## config.mk

```make
export PLATFORM = sky130hd
export DESIGN_NAME = maze_tile_arbiter
export DESIGN_NICKNAME = d
export VERILOG_FILES = /design/src/rtl/maze_tile_arbiter.sv
export SDC_FILE = /design/constraint.sdc
export NUM_CORES = 1
export LEC_CHECK = 0
export CAP_MARGIN = 0
export CELL_PAD_IN_SITES_DETAIL_PLACEMENT = 1
export CELL_PAD_IN_SITES_GLOBAL_PLACEMENT = 2
export CORE_AREA = 4 4 115 117
export CTS_CLUSTER_DIAMETER = 60
export DETAILED_ROUTE_END_ITERATION = 6
export DIE_AREA = 0 0 119 121
export DONT_BUFFER_PORTS = 1
export GPL_ROUTABILITY_DRIVEN = 0
export HOLD_SLACK_MARGIN = 0.05
export PLACE_DENSITY_LB_ADDON = 0.1
export SYNTH_ARGS = -nofsm -noshare
export SYNTH_HDL_FRONTEND = slang
export SYNTH_SLANG_ARGS = --single-unit
```

## constraint.sdc

```tcl
create_clock -name clk -period 8.6 [get_ports clk]
set_input_delay 2.58 -clock clk [delete_from_list [all_inputs] [get_ports clk]]
set_output_delay 2.58 -clock clk [all_outputs]
set_load 0.05 [all_outputs]
```

## src/rtl/maze_tile_arbiter.sv

```systemverilog
// Shares a single-port synchronous-read maze tile memory between the video renderer
// (absolute priority) and round-robin game requesters, with a fixed 2-cycle slot pipeline.
module maze_tile_arbiter #(
  parameter int NUM_REQ = 5,
  parameter int MAZE_W  = 20,
  parameter int MAZE_H  = 33,
  parameter int ADDR_W  = 10
) (
  input  logic                 clk,
  input  logic                 rst,
  input  logic                 vid_req,
  input  logic [7:0]           vid_xtile,
  input  logic [7:0]           vid_ytile,
  output logic                 vid_valid,
  output logic [4:0]           vid_data,
  input  logic [NUM_REQ-1:0]   gm_req,
  input  logic [8*NUM_REQ-1:0] gm_xtile,
  input  logic [8*NUM_REQ-1:0] gm_ytile,
  output logic [NUM_REQ-1:0]   gm_ack,
  output logic [4:0]           gm_data,
  output logic                 mem_rd,
  output logic [ADDR_W-1:0]    mem_addr,
  input  logic [4:0]           mem_rdata
);

  localparam int IDX_W = (NUM_REQ > 1) ? $clog2(NUM_REQ) : 1;

  typedef enum logic [1:0] {G_IDLE, G_WAIT1, G_WAIT2} gstate_t;

  gstate_t            state_q, state_d;
  logic [IDX_W-1:0]   rr_q, rr_d;
  logic               mem_rd_q, mem_rd_d;
  logic [ADDR_W-1:0]  mem_addr_q, mem_addr_d;
  logic               t0_valid_q, t0_valid_d, t0_game_q, t0_game_d, t0_oor_q, t0_oor_d;
  logic [IDX_W-1:0]   t0_idx_q, t0_idx_d;
  logic               t1_valid_q, t1_valid_d, t1_game_q, t1_game_d, t1_oor_q, t1_oor_d;
  logic [IDX_W-1:0]   t1_idx_q, t1_idx_d;
  logic               vid_valid_q, vid_valid_d;
  logic [4:0]         vid_data_q, vid_data_d;
  logic [NUM_REQ-1:0] gm_ack_q, gm_ack_d;
  logic [4:0]         gm_data_q, gm_data_d;

  logic               found;
  logic [IDX_W-1:0]   gnt_idx;
  logic               gm_grant, issue, oor;
  logic [7:0]         slot_x, slot_y;
  logic [15:0]        addr_full;
  logic [4:0]         rdata_eff;

  // First pending requester at or after the round-robin pointer.
  always_comb begin
    int j;
    found   = 1'b0;
    gnt_idx = '0;
    j       = 0;
    for (int k = 0; k < NUM_REQ; k++) begin
      j = int'(rr_q) + k;
      if (j >= NUM_REQ) j = j - NUM_REQ;
      if (!found && gm_req[j]) begin
        found   = 1'b1;
        gnt_idx = IDX_W'(j);
      end
    end
  end

  always_comb begin
    gm_grant  = (state_q == G_IDLE) && !vid_req && found;
    issue     = vid_req || gm_grant;
    slot_x    = vid_req ? vid_xtile : gm_xtile[8*int'(gnt_idx) +: 8];
    slot_y    = vid_req ? vid_ytile : gm_ytile[8*int'(gnt_idx) +: 8];
    addr_full = 16'(slot_y) * 16'(MAZE_W) + 16'(slot_x);
    oor       = (int'(slot_y) >= MAZE_H) || (int'(slot_x) >= MAZE_W);

    mem_rd_d   = issue && !oor;
    mem_addr_d = issue ? addr_full[ADDR_W-1:0] : mem_addr_q;
    t0_valid_d = issue;
    t0_game_d  = !vid_req;
    t0_idx_d   = gnt_idx;
    t0_oor_d   = oor;

    t1_valid_d = t0_valid_q;
    t1_game_d  = t0_game_q;
    t1_idx_d   = t0_idx_q;
    t1_oor_d   = t0_oor_q;

    // Out-of-range slots never read memory, so the stale rdata is masked to blank.
    rdata_eff   = t1_oor_q ? 5'b00000 : mem_rdata;
    vid_valid_d = t1_valid_q && !t1_game_q;
    vid_data_d  = vid_valid_d ? rdata_eff : vid_data_q;
    gm_ack_d    = '0;
    for (int i = 0; i < NUM_REQ; i++) begin
      gm_ack_d[i] = t1_valid_q && t1_game_q && (t1_idx_q == IDX_W'(i));
    end
    gm_data_d = (t1_valid_q && t1_game_q) ? rdata_eff : gm_data_q;

    rr_d = rr_q;
    if (gm_grant) begin
      rr_d = (gnt_idx == IDX_W'(NUM_REQ - 1)) ? '0 : IDX_W'(gnt_idx + 1'b1);
    end

    state_d = state_q;
    case (state_q)
      G_IDLE:  if (gm_grant) state_d = G_WAIT1;
      G_WAIT1: state_d = G_WAIT2;
      G_WAIT2: state_d = G_IDLE;
      default: state_d = G_IDLE;
    endcase
  end

  always_ff @(posedge clk) begin
    if (rst) begin
      state_q     <= G_IDLE;
      rr_q        <= '0;
      mem_rd_q    <= 1'b0;
      mem_addr_q  <= '0;
      t0_valid_q  <= 1'b0;
      t0_game_q   <= 1'b0;
      t0_idx_q    <= '0;
      t0_oor_q    <= 1'b0;
      t1_valid_q  <= 1'b0;
      t1_game_q   <= 1'b0;
      t1_idx_q    <= '0;
      t1_oor_q    <= 1'b0;
      vid_valid_q <= 1'b0;
      vid_data_q  <= '0;
      gm_ack_q    <= '0;
      gm_data_q   <= '0;
    end else begin
      state_q     <= state_d;
      rr_q        <= rr_d;
      mem_rd_q    <= mem_rd_d;
      mem_addr_q  <= mem_addr_d;
      t0_valid_q  <= t0_valid_d;
      t0_game_q   <= t0_game_d;
      t0_idx_q    <= t0_idx_d;
      t0_oor_q    <= t0_oor_d;
      t1_valid_q  <= t1_valid_d;
      t1_game_q   <= t1_game_d;
      t1_idx_q    <= t1_idx_d;
      t1_oor_q    <= t1_oor_d;
      vid_valid_q <= vid_valid_d;
      vid_data_q  <= vid_data_d;
      gm_ack_q    <= gm_ack_d;
      gm_data_q   <= gm_data_d;
    end
  end

  assign vid_valid = vid_valid_q;
  assign vid_data  = vid_data_q;
  assign gm_ack    = gm_ack_q;
  assign gm_data   = gm_data_q;
  assign mem_rd    = mem_rd_q;
  assign mem_addr  = mem_addr_q;

endmodule

```

==> impl_results.rst <==
.. list-table::
   :header-rows: 1

   * - Metric
     - Value
   * - Synth async-reset ratio
     - 0%
   * - Share of post-route cells with drive strength above 1
     - 11.7%
   * - Setup TNS
     - 0 ns
   * - Most frequent standard cell in the layout excluding fill and tap cells
     - sky130_fd_sc_hd__dfxtp_1
   * - Synthesized net count
     - 670
   * - Wire length of the first global-routing pass
     - 22600 µm
   * - Critical Path Most Common Cell
     - sky130_fd_sc_hd__xnor2_1
   * - Final routed DRC violation total
     - 0
   * - Core area
     - 12400 µm²
   * - Top post-synthesis cells by area
     - sky130_fd_sc_hd__dfxtp_1 20%, sky130_fd_sc_hd__mux2i_1 9.4%, sky130_fd_sc_hd__ha_1 8.1%, sky130_fd_sc_hd__a21oi_1 4.1%, sky130_fd_sc_hd__nand2_1 3.5%
   * - Share of synthesized area occupied by flip-flops and latches
     - 19.7%
   * - H-tree depth
     - 2
   * - Cell-by-cell listing of the critical path
     - mux4_2 -> a21bo_1 -> a211oi_1 -> or2_1 -> or3_1 -> o311a_4 -> nor2_4 -> mux2_2 -> o21ai_0 -> ha_1 -> fa_1 -> a21o_1 -> a21oi_1 -> xnor2_1 -> xnor2_1 -> xnor2_1 -> o41ai_1 -> or3_1
   * - Starting density of the core
     - 36.2%
   * - Die width
     - 119 µm
   * - Diodes inserted
     - 0
   * - Final critical-path share of the clock period
     - 89.8%
   * - Highest fanout seen on the critical path
     - 12
   * - CTS Buffer Depth
     - 2
   * - Flip-flop cell with the highest count after synthesis
     - sky130_fd_sc_hd__dfxtp_1
   * - Yosys warns
     - 0
   * - Post-CTS setup buffer count
     - 0
   * - Number of clock buffers inserted by TritonCTS
     - 5
   * - Number of hold violations in the final report
     - 0
   * - Kind of launch point of the worst setup path
     - primary input
   * - Clock latency on the worst-skew pair
     - 0.28 ns
   * - Number of synthesized flops with an enable pin
     - 0
   * - Final clock skew
     - 0.00675 ns
   * - Length of the first detailed-routing pass in iterations
     - 4
   * - Post-layout util
     - 38.3%
   * - Cell taking the most area after synthesis
     - sky130_fd_sc_hd__dfxtp_1
   * - Required @ worst endpoint
     - 8.76 ns
   * - Largest net degree at the start of global routing
     - 40
   * - Number of port buffers
     - 0
   * - Total Nets Final
     - 652
   * - Number of buffers inserted for hold repair after clock tree synthesis
     - 0
   * - RSZ-0062 raised after global routing
     - false
   * - Path type of the worst min-delay path
     - reg2reg
   * - Top library cells by usage in the layout, fill and taps aside
     - 44 x sky130_fd_sc_hd__dfxtp_1, 42 x sky130_fd_sc_hd__nand2_1, 42 x sky130_fd_sc_hd__mux2i_1
   * - #FFs+latches synth
     - 44
   * - Clock transition at the registers of the reported paths
     - 0.06 ns
   * - CTS sink count
     - 44
   * - Initial detailed-routing violation count
     - 154
   * - Outcome
     - complete, no violations
   * - Cell row count
     - 41
   * - TritonCTS clock tree
     - built
   * - Clock period minus worst slack
     - 7.72 ns
   * - Max-cap violations
     - 0
   * - GRT overflow
     - 0
   * - Initial antenna violation count
     - 0
   * - DR vias/cell
     - 5.88
   * - Data arrival time of the critical path
     - 7.88 ns
   * - Endpoint class of the critical path
     - flip-flop
   * - Delay of the slowest critical-path stage
     - 0.48 ns
   * - Io pins
     - 136
   * - Post_cts resized
     - 0
   * - Area fraction of the dominant cell type after synthesis
     - 19.7%
   * - Routed length per instance
     - 20.6 µm
   * - Buffer cell driving the clock tree root
     - sky130_fd_sc_hd__clkbuf_16
   * - Total routed wirelength
     - 14200 µm
   * - Post-Synthesis Cells
     - 531
   * - Area added between synthesis and finish
     - 5.94%
   * - Die height
     - 121 µm
   * - Critical path's slowest cell
     - sky130_fd_sc_hd__fa_1
   * - Critical path type
     - in2reg
   * - Global Route Usage Sum
     - 19.3%
   * - Post-synth cell types
     - 90
   * - Synth Area per Inst
     - 8.42 µm²
   * - Slew margin rel.
     - 42.9%
   * - HPWL Detailed
     - 11400 µm
   * - Vias in the first global route
     - 4170
   * - Upper clock frequency limit
     - 130 MHz
   * - Number of setup violations in the final report
     - 0
   * - Slew of the pin with the lowest slew margin
     - 0.856 ns
   * - Mapped Area
     - 4470 µm²
   * - Slew Viols, Final
     - 0
   * - Total number of vias
     - 4035
   * - Die area
     - 14400 µm²
   * - Count of nets left with antenna violations after detail routing
     - 0
==> cells in the mapped netlist (7+ instances only) <==
cell type,n
sky130_fd_sc_hd__nor2_1,28
sky130_fd_sc_hd__xnor2_1,9
sky130_fd_sc_hd__a31oi_1,14
sky130_fd_sc_hd__inv_1,17
sky130_fd_sc_hd__dfxtp_1,44
sky130_fd_sc_hd__buf_2,10
sky130_fd_sc_hd__ha_1,29
sky130_fd_sc_hd__a21oi_1,37
sky130_fd_sc_hd__nor3b_1,12
sky130_fd_sc_hd__a211oi_1,8
sky130_fd_sc_hd__nand2b_1,20
sky130_fd_sc_hd__clkbuf_1,11
sky130_fd_sc_hd__mux2i_1,42
sky130_fd_sc_hd__o21ai_0,16
sky130_fd_sc_hd__and3_1,11
sky130_fd_sc_hd__nand3_1,11
sky130_fd_sc_hd__nor3_1,12
sky130_fd_sc_hd__a21o_1,7
sky130_fd_sc_hd__nor2b_1,14
sky130_fd_sc_hd__nand2_1,42
==> area by class of cell <==
cell class,count,area (µm²)
fill,1462,7630
multi-input combinational,437,3340
sequential,44,881
tap,172,215
clock buffer,6,139
inverter,19,71.3
timing repair buffer,6,45.0
clock inverter,2,38.8
==> worst max-delay path: cells and delay by family <==
family,cells,cell delay (ns)
XOR/XNOR,3,0.56
adder cells (fa/ha/maj),2,0.84
multiplexers,2,0.83
AND/OR/NAND/NOR,4,1.41
AO/OA/AOI/OAI,7,1.64
==> per-stage QoR <==
step / hold slack (ns) / std cells / area [µm²] / worst slack [ns]
3_3_place_gp: 0.418 / 678 / 4560 / 0.753
6_report: 0.435 / 686 / 4730 / 0.880
3_5_place_dp: 0.426 / 678 / 4560 / 0.582
4_1_cts: 0.440 / 686 / 4730 / 0.841
2_1_floorplan: 0.393 / 531 / 4470 / 1.18
5_1_grt: 0.458 / 686 / 4730 / 0.315
==> cells by family (layout without fill, tap and decap cells) <==
group | after synthesis | in the layout | synth area share (%)
AO/OA/AOI/OAI | 150 | 150 | 27.4
XOR/XNOR | 13 | 13 | 2.55
adder cells (fa/ha/maj) | 30 | 30 | 8.57
buffers and inverters | 50 | 33 | 5.63
flip-flops | 44 | 44 | 19.7
multiplexers | 50 | 50 | 11.9
AND/OR/NAND/NOR | 194 | 194 | 24.2
==> flip-flops by register name, indices dropped and copies added (netlist names) <==
signal	cells
t0_idx_q	3
vid_data	5
t1_oor_q	1
mem_addr	10
t0_valid_q	1
mem_rd	1
gm_ack	5
state_q	2
vid_valid	1
t1_valid_q	1
t1_idx_q	3
t0_oor_q	1
gm_data	5
t0_game_q	1
rr_q	3
t1_game_q	1
==> worst paths after layout <==
path | cells past startpoint | from | endpoint | slack [ns]
setup / recovery | 18 | gm_req[2] | mem_addr[9] | 0.88
hold reg to reg | 1 | t0_valid_q | t1_valid_q | 0.44
hold / removal | 1 | t0_valid_q | t1_valid_q | 0.44
setup reg to reg | 23 | rr_q[1] | mem_addr[9] | 1.32
==> metal layers <==
metal / track usage [%] / up-vias / routed length (µm)
met5: 0 / - / 0
met4: 2.97 / 0 / 121
met3: 3.17 / 9 / 679
met2: 35.0 / 114 / 7140
met1: 24.6 / 1957 / 6220
li1: - / 1955 / -
Power is left out: the tool's default activity adds up to more than one toggle a clock period on the data nets, which glitch-free logic cannot reach.
